<file path="src/rtl/r4_sqrt_iter_ctrl.sv">
// Radix-4 square-root iteration controller.
// Sequences one operation through PRE -> ITER x N -> POST -> DONE and drives the
// datapath enables plus the {a0,a2,a3,a4} index for the QDS constants generator.
// The index register holds the initial guess until the end of iteration 0, then
// the datapath root prefix.
// Optional feature: define R4_SQRT_CTRL_STALL_EN to add a stall_i input that
// freezes the ITER phase.
module r4_sqrt_iter_ctrl (
  input  logic       clk,
  input  logic       rst,
  input  logic       start_valid_i,
  output logic       start_ready_o,
  input  logic [4:0] iter_num_i,
  input  logic [3:0] init_idx_i,
  input  logic [3:0] root_idx_i,
  output logic [3:0] qds_idx_o,
  output logic       iter_en_o,
  output logic       first_iter_o,
  output logic       pre_en_o,
  output logic       post_en_o,
  output logic [4:0] iter_cnt_o,
  output logic       done_valid_o,
  input  logic       done_ready_i,
  output logic       busy_o,
`ifdef R4_SQRT_CTRL_STALL_EN
  input  logic       stall_i,
`endif
  input  logic       flush_i
);

  typedef enum logic [4:0] {
    StIdle = 5'b00001,
    StPre  = 5'b00010,
    StIter = 5'b00100,
    StPost = 5'b01000,
    StDone = 5'b10000
  } state_e;

  state_e     state_q, state_d;
  logic [4:0] cnt_q, cnt_d;
  logic [4:0] target_q, target_d;
  logic [3:0] idx_q, idx_d;
  logic       stall;

`ifdef R4_SQRT_CTRL_STALL_EN
  assign stall = stall_i;
`else
  assign stall = 1'b0;
`endif

  // State, counter, target and index registers with synchronous reset.
  always_ff @(posedge clk) begin
    if (rst) begin
      state_q  <= StIdle;
      cnt_q    <= 5'd0;
      target_q <= 5'd1;
      idx_q    <= 4'b0000;
    end else begin
      state_q  <= state_d;
      cnt_q    <= cnt_d;
      target_q <= target_d;
      idx_q    <= idx_d;
    end
  end

  // Next-state logic; flush outside IDLE overrides every other transition.
  always_comb begin
    state_d  = state_q;
    cnt_d    = cnt_q;
    target_d = target_q;
    idx_d    = idx_q;
    if (flush_i && (state_q != StIdle)) begin
      state_d = StIdle;
      cnt_d   = 5'd0;
    end else begin
      unique case (state_q)
        StIdle: begin
          if (start_valid_i) begin
            state_d  = StPre;
            target_d = (iter_num_i == 5'd0) ? 5'd1 : iter_num_i;
            idx_d    = init_idx_i;
            cnt_d    = 5'd0;
          end
        end
        StPre: begin
          state_d = StIter;
          cnt_d   = 5'd0;
        end
        StIter: begin
          if (!stall) begin
            cnt_d = (cnt_q == 5'd31) ? 5'd31 : cnt_q + 5'd1;
            // Root prefix is only valid during iteration 0; freeze it afterwards.
            if (cnt_q == 5'd0) idx_d = root_idx_i;
            if (cnt_q == target_q - 5'd1) state_d = StPost;
          end
        end
        StPost: begin
          state_d = StDone;
        end
        StDone: begin
          if (done_ready_i) state_d = StIdle;
        end
        default: begin
          state_d = StIdle;
        end
      endcase
    end
  end

  // Outputs decode purely from registered state so enables are mutually exclusive.
  always_comb begin
    start_ready_o = (state_q == StIdle);
    busy_o        = (state_q != StIdle);
    pre_en_o      = (state_q == StPre);
    iter_en_o     = (state_q == StIter) && !stall;
    first_iter_o  = (state_q == StIter) && (cnt_q == 5'd0);
    post_en_o     = (state_q == StPost);
    done_valid_o  = (state_q == StDone);
    iter_cnt_o    = cnt_q;
    qds_idx_o     = idx_q;
  end

endmodule

</file>
<file path="config.mk">
export PLATFORM = sky130hd
export DESIGN_NAME = r4_sqrt_iter_ctrl
export DESIGN_NICKNAME = d
export VERILOG_FILES = /design/src/rtl/r4_sqrt_iter_ctrl.sv
export SDC_FILE = /design/constraint.sdc
export NUM_CORES = 1
export LEC_CHECK = 0
export CAP_MARGIN = 20
export CORE_MARGIN = 2
export CORE_UTILIZATION = 45
export CTS_CLUSTER_DIAMETER = 40
export DETAILED_ROUTE_END_ITERATION = 12
export PLACE_DENSITY = 0.82
export SLEW_MARGIN = 20
export SYNTH_ARGS = -nofsm -noshare
export SYNTH_HDL_FRONTEND = slang
export SYNTH_SLANG_ARGS = --single-unit
</file>
<file path="constraint.sdc">
create_clock -name clk -period 5.4 [get_ports clk]
set_input_delay 0.81 -clock clk [delete_from_list [all_inputs] [get_ports clk]]
set_output_delay 0.81 -clock clk [all_outputs]
set_load 0.01 [all_outputs]
</file>
== Yosys cells after proc, flatten, opt, wreduce, memory -nomap -nowiden ==
Index checks and enable logic that the tools add are counted.

* Bits in registers: 19
* Input bits: 18
* Output and inout port bits: 16

* Add/subtract/negate cells: 2
* Eq/ne operators: 12
* Multiplexer cells: 11
* Bitwise operators: 1
* Reduce and logical (&&, ||, !) cells: 11

{| class="wikitable"
|+ Operators by type and width
! operator !! count
|-
| 5-bit 2-to-1 mux || 6
|-
| 5-bit case mux with 5 select lines || 1
|-
| 5-bit case mux with 3 select lines || 1
|-
| 5-bit == test (second input constant) || 2
|-
| 5-bit zero test || 2
|-
| 4-bit 2-to-1 mux || 2
|-
| 4-bit case mux with 2 select lines || 1
|-
| 2-bit by 1-bit inequality test with 1-bit output (second input constant) || 3
|-
| 3-bit AND reduction || 2
|-
| 5-bit by 1-bit adder with 5-bit output (second input constant) || 1
|-
| 5-bit by 1-bit == test with 1-bit output (second input constant) || 1
|-
| 5-bit by 2-bit == test with 1-bit output (second input constant) || 1
|-
| 5-bit by 3-bit == test with 1-bit output (second input constant) || 1
|-
| 5-bit by 4-bit == test with 1-bit output (second input constant) || 1
|-
| 5-bit == test || 1
|-
| 5-bit by 1-bit inequality test with 1-bit output (second input constant) || 1
|-
| 5-bit by 1-bit subtractor with 5-bit output (second input constant) || 1
|-
| 4-bit AND reduction || 1
|-
| 3-bit nonzero test || 1
|-
| 1-bit logical AND || 2
|-
| 2-bit inequality test (second input constant) || 1
|-
| 2-bit AND reduction || 1
|-
| 2-bit nonzero test || 1
|-
| 2-bit OR reduction || 1
|-
| 1-bit inverter || 1
|}

== Longest topological paths before layout ==
* Depth after elaboration: 4
* Depth in mapped cells: 6

== Worst setup path before layout ==
OpenSTA, ideal clock, no wires.

* Path kind: reg2out
* From: register state_q[1]
* To: output start_ready_o
* Arrival: 1.404 ns
* Path slack: 3.186 ns
* Cell stages (with the launch flop): 5
* Buffers on the path: 1
* Path through: dfxtp_1 -> buf_6 -> or4b_4 -> or2_2 -> inv_1

* Word-level cells in the longest chain between the ends: 1

{| class="wikitable"
|+ Ends and longest elaborated chain
! item !! RTL line !! RTL
|-
| start: declaration || 39 || <nowiki>state_e state_q, state_d;</nowiki>
|-
| start signal: assignment || 54 || <nowiki>state_q <= StIdle;</nowiki>
|-
| start signal: assignment || 59 || <nowiki>state_q <= state_d;</nowiki>
|-
| 5-bit by 1-bit == test with 1-bit output || 112 || <nowiki>start_ready_o = (state_q == StIdle);</nowiki>
|-
| end: declaration || 12 || <nowiki>output logic start_ready_o,</nowiki>
|}

No other way between the ends.

== Final worst setup path ==
* From: register state_q[3]
* To: output first_iter_o

* Word-level cells in the longest chain between the ends: 2

{| class="wikitable"
|+ Ends and longest elaborated chain
! item !! RTL line !! RTL
|-
| 5-bit by 3-bit == test with 1-bit output || 116 || <nowiki>first_iter_o = (state_q == StIter) && (cnt_q == 5'd0);</nowiki>
|-
| 1-bit logical AND || 116 ||
|-
| end: declaration || 18 || <nowiki>output logic first_iter_o,</nowiki>
|}

No other way between the ends.

==> results.toml <==
[yosys]
syn-mean-instance-area_um2 = 8.059
synth_nets = 166
yosysMostFrequentCell = "dfxtp_1"
synth_area_leaders = "dfxtp_1 33%, nor3_1 6.4%, nand2_1 5.8%"
synthCells = 145
synth-compound-area-share_pct = 17.56
synth_cell_types = 45
synthTopCellsByCount = "19 x dfxtp_1, 18 x nand2_1, 15 x nor3_1"
ys_ff_latch = 19
yosys.area_share.simple_pct = 35.65
synth_edf_count = 0
netlist_area_um2 = 1169
muxShareOfSynthArea_pct = 0
yosys_warnings = 0
synth_xor_area_share_pct = 5.246
yosys.area.top_type_share_pct = 32.55
ys_async_sr_fraction_pct = 0
yosysTopAreaCell = "dfxtp_1"
synth_fa_ha_area_share_pct = 3.212
ys.flop_type = "dfxtp_1"
synth_top_family_by_area = "simple AND/OR/NAND/NOR gates"
yosysSeqAreaShare_pct = 32.55

[power]
power.density_nw_per_um2 = 264.2
vdd_drop_max_mv = 0.1987
leakagePower_nw = 0.5676
p_int_w = 0.0002631
sequentialPowerShare_pct = 42.9
p_switching_w = 0.0001398
p_sw_share_pct = 34.69
power_frac_clock_pct = 18.7
combPwrFrac_pct = 38.4

[setup_path]
cp_cell_sequence = "nor4_2, nand2_1, nor2_1, clkdlybuf4s50_1"
crit_path_max_fanout = 12
r2r-start = "iter_cnt_o[0]$_SDFFE_PP0P_"
startpoint = "state_q[3]$_SDFFE_PP0P_"
slowest_delay_ps = 570
critPathBufInv = 1
crit_path_end_kind = "output port"
worstSetupStartpointType = "flop"
crit_family = "simple AND/OR/NAND/NOR gates"
worstPathRequired_ps = 4590
path_class = "reg -> out"
crit_cells = 4
reg2reg_slack_ps = 3200
worstPathArrival_ps = 2330
crit_end = "first_iter_o"
reg2reg_to = "qds_idx_o[0]$_SDFFE_PP0P_"
slowest_stage = "nor4_2"
r2r_cells = 6

[placed_design]
place.port_buffers = 33
hpwlAfterDp_mm = 2.289
routabilityCongestion = 0.8919
dp_slack_ps = 2637

[global_route]
grt_max_degree = 14
track_usage_pct = 23.18
overflow = 0
grt_pass1_vias = 1150
antenna_found_initial = 0
grt_pass1_wl_mm = 4.995

[sta]
fin_ws_ps = 2258
slew_headroom_pct = 41.24
rsz0062_at_grt = "false"
tightest_slew_ps = 859.2
maxSlewViolCount = 0
tns_ps = 0
fin_skew_ps = 3.645
finalHoldWorstSlack_ps = 480.9
final-hold-violation-count = 0
clock.fmax_ghz = 0.3183
final-setup-viol-count = 0
min_period_ps = 3142
min_period_over_period_pct = 58.18

[clock_network]
cts_resized = 0
post_cts_buffers = 0
holdBufCountCts = 0
cts_max_path_buffers = 2
h-tree-depth = 1
clkTransAtPathRegs_ps = 110
cts-buffers-inserted = 3
cts_tree = "yes"
worstSkewPairLatency_ps = 300
cts_sinks = 19
clockRootBuffer = "clkbuf_4"

[floorplan]
initial_core_util_pct = 47.17
boundaryPins = 34
die-area_um2 = 3021
core_area_um2 = 2477
core.rowCount = 18
die_h_um = 54.96
die_x_um = 54.96

[routing]
vias_per_cell = 5.956
routedWlPerCell_um = 14.70
routed_wl_mm = 3.014
antenna_left = 0
drc = 0
num_vias = 1221
drtIter0Drc = 48
drtPass1Iterations = 4

[run]
drv_cap = 0

[run_status]
status = "completed"

[finish]
area_growth_pct = 30.51
insertedDiodeCount = 0
fin_nets = 197
drive_gt1_share_pct = 8.000

[min_path]
hold_class = "reg -> reg"
-- state kept, by name, indices dropped and copies added (netlist names) --
signal / count
qds_idx_o: 4
target_q: 5
iter_cnt_o: 5
state_q: 5
-- power groups by stage --
stage               clock (W)  combinational, W  sequential (W)
floorplan                   0         0.0000973        0.000173
global placement            0          0.000146        0.000175
detailed placement          0          0.000153        0.000176
CTS                 0.0000761          0.000154        0.000173
global route        0.0000797          0.000169        0.000176
finish              0.0000752          0.000155        0.000173
-- worst register-to-register path: stages, from the launching register on --
cell and delay [ps]:
dfxtp_1 400, inv_1 90, ha_1 130, or4b_1 510, nor4b_2 560, nor3_1 110, a311oi_1 300
-- logic make-up after synthesis --
family	count (synthesis)
buffers and inverters	15
adder cells (fa/ha/maj)	3
AO/OA/AOI/OAI	29
XOR/XNOR	7
AND/OR/NAND/NOR	72
flip-flops	19
-- stage by stage --
step | instance area (um2) | power, W | util (%) | cells
floorplan | 1169 | 0.0002701 | - | 145
global placement | 1499 | 0.0003211 | 60.51 | 201
detailed placement | 1499 | 0.0003291 | 60.51 | 201
CTS | 1525 | 0.0004034 | 61.57 | 205
global route | 1525 | 0.0004249 | 61.57 | 205
finish | 1525 | 0.0004029 | 61.57 | 205
-- cells in the final DEF (no fill, tap or decap), types with 4 or more instances in the layout --
master           count
inv_1                8
nand2_1             18
a311oi_1             4
nor2_1              10
or2_2                4
nand3_1              5
clkdlybuf4s50_1     33
nor3_1              15
xnor2_1              5
a21oi_1              7
dfxtp_1             19
-- worst min-delay path by stage --
stage,start,slack [ps],cells past startpoint,to
floorplan,target_q[4]$_SDFFE_PP0P_,450,2,target_q[4]$_SDFFE_PP0P_
global route,target_q[1]$_SDFFE_PP0P_,510,2,target_q[1]$_SDFFE_PP0P_
detailed placement,target_q[4]$_SDFFE_PP0P_,460,2,target_q[4]$_SDFFE_PP0P_
global placement,target_q[4]$_SDFFE_PP0P_,460,2,target_q[4]$_SDFFE_PP0P_
CTS,target_q[4]$_SDFFE_PP0P_,480,2,target_q[4]$_SDFFE_PP0P_
finish,target_q[4]$_SDFFE_PP0P_,480,2,target_q[4]$_SDFFE_PP0P_
-- per-layer routing --
metal | vias up | wire length [um] | track usage (%)
met5 | - | 0 | 0
met4 | 0 | 27 | 6.504
met3 | 4 | 215 | 5.645
met2 | 50 | 1548 | 43.25
met1 | 574 | 1223 | 25.87
li1 | 593 | - | -
-- area by class of cell --
| class | instances | area, um2 |
|---|---|---|
| fill | 221 | 952.2 |
| multi-input combinational | 111 | 720.7 |
| sequential | 19 | 380.4 |
| timing repair buffer | 33 | 330.3 |
| tap | 30 | 37.54 |
| inverter | 8 | 30.03 |
| clock buffer | 4 | 26.28 |
Note: power is estimated with default switching activity, not from simulation.
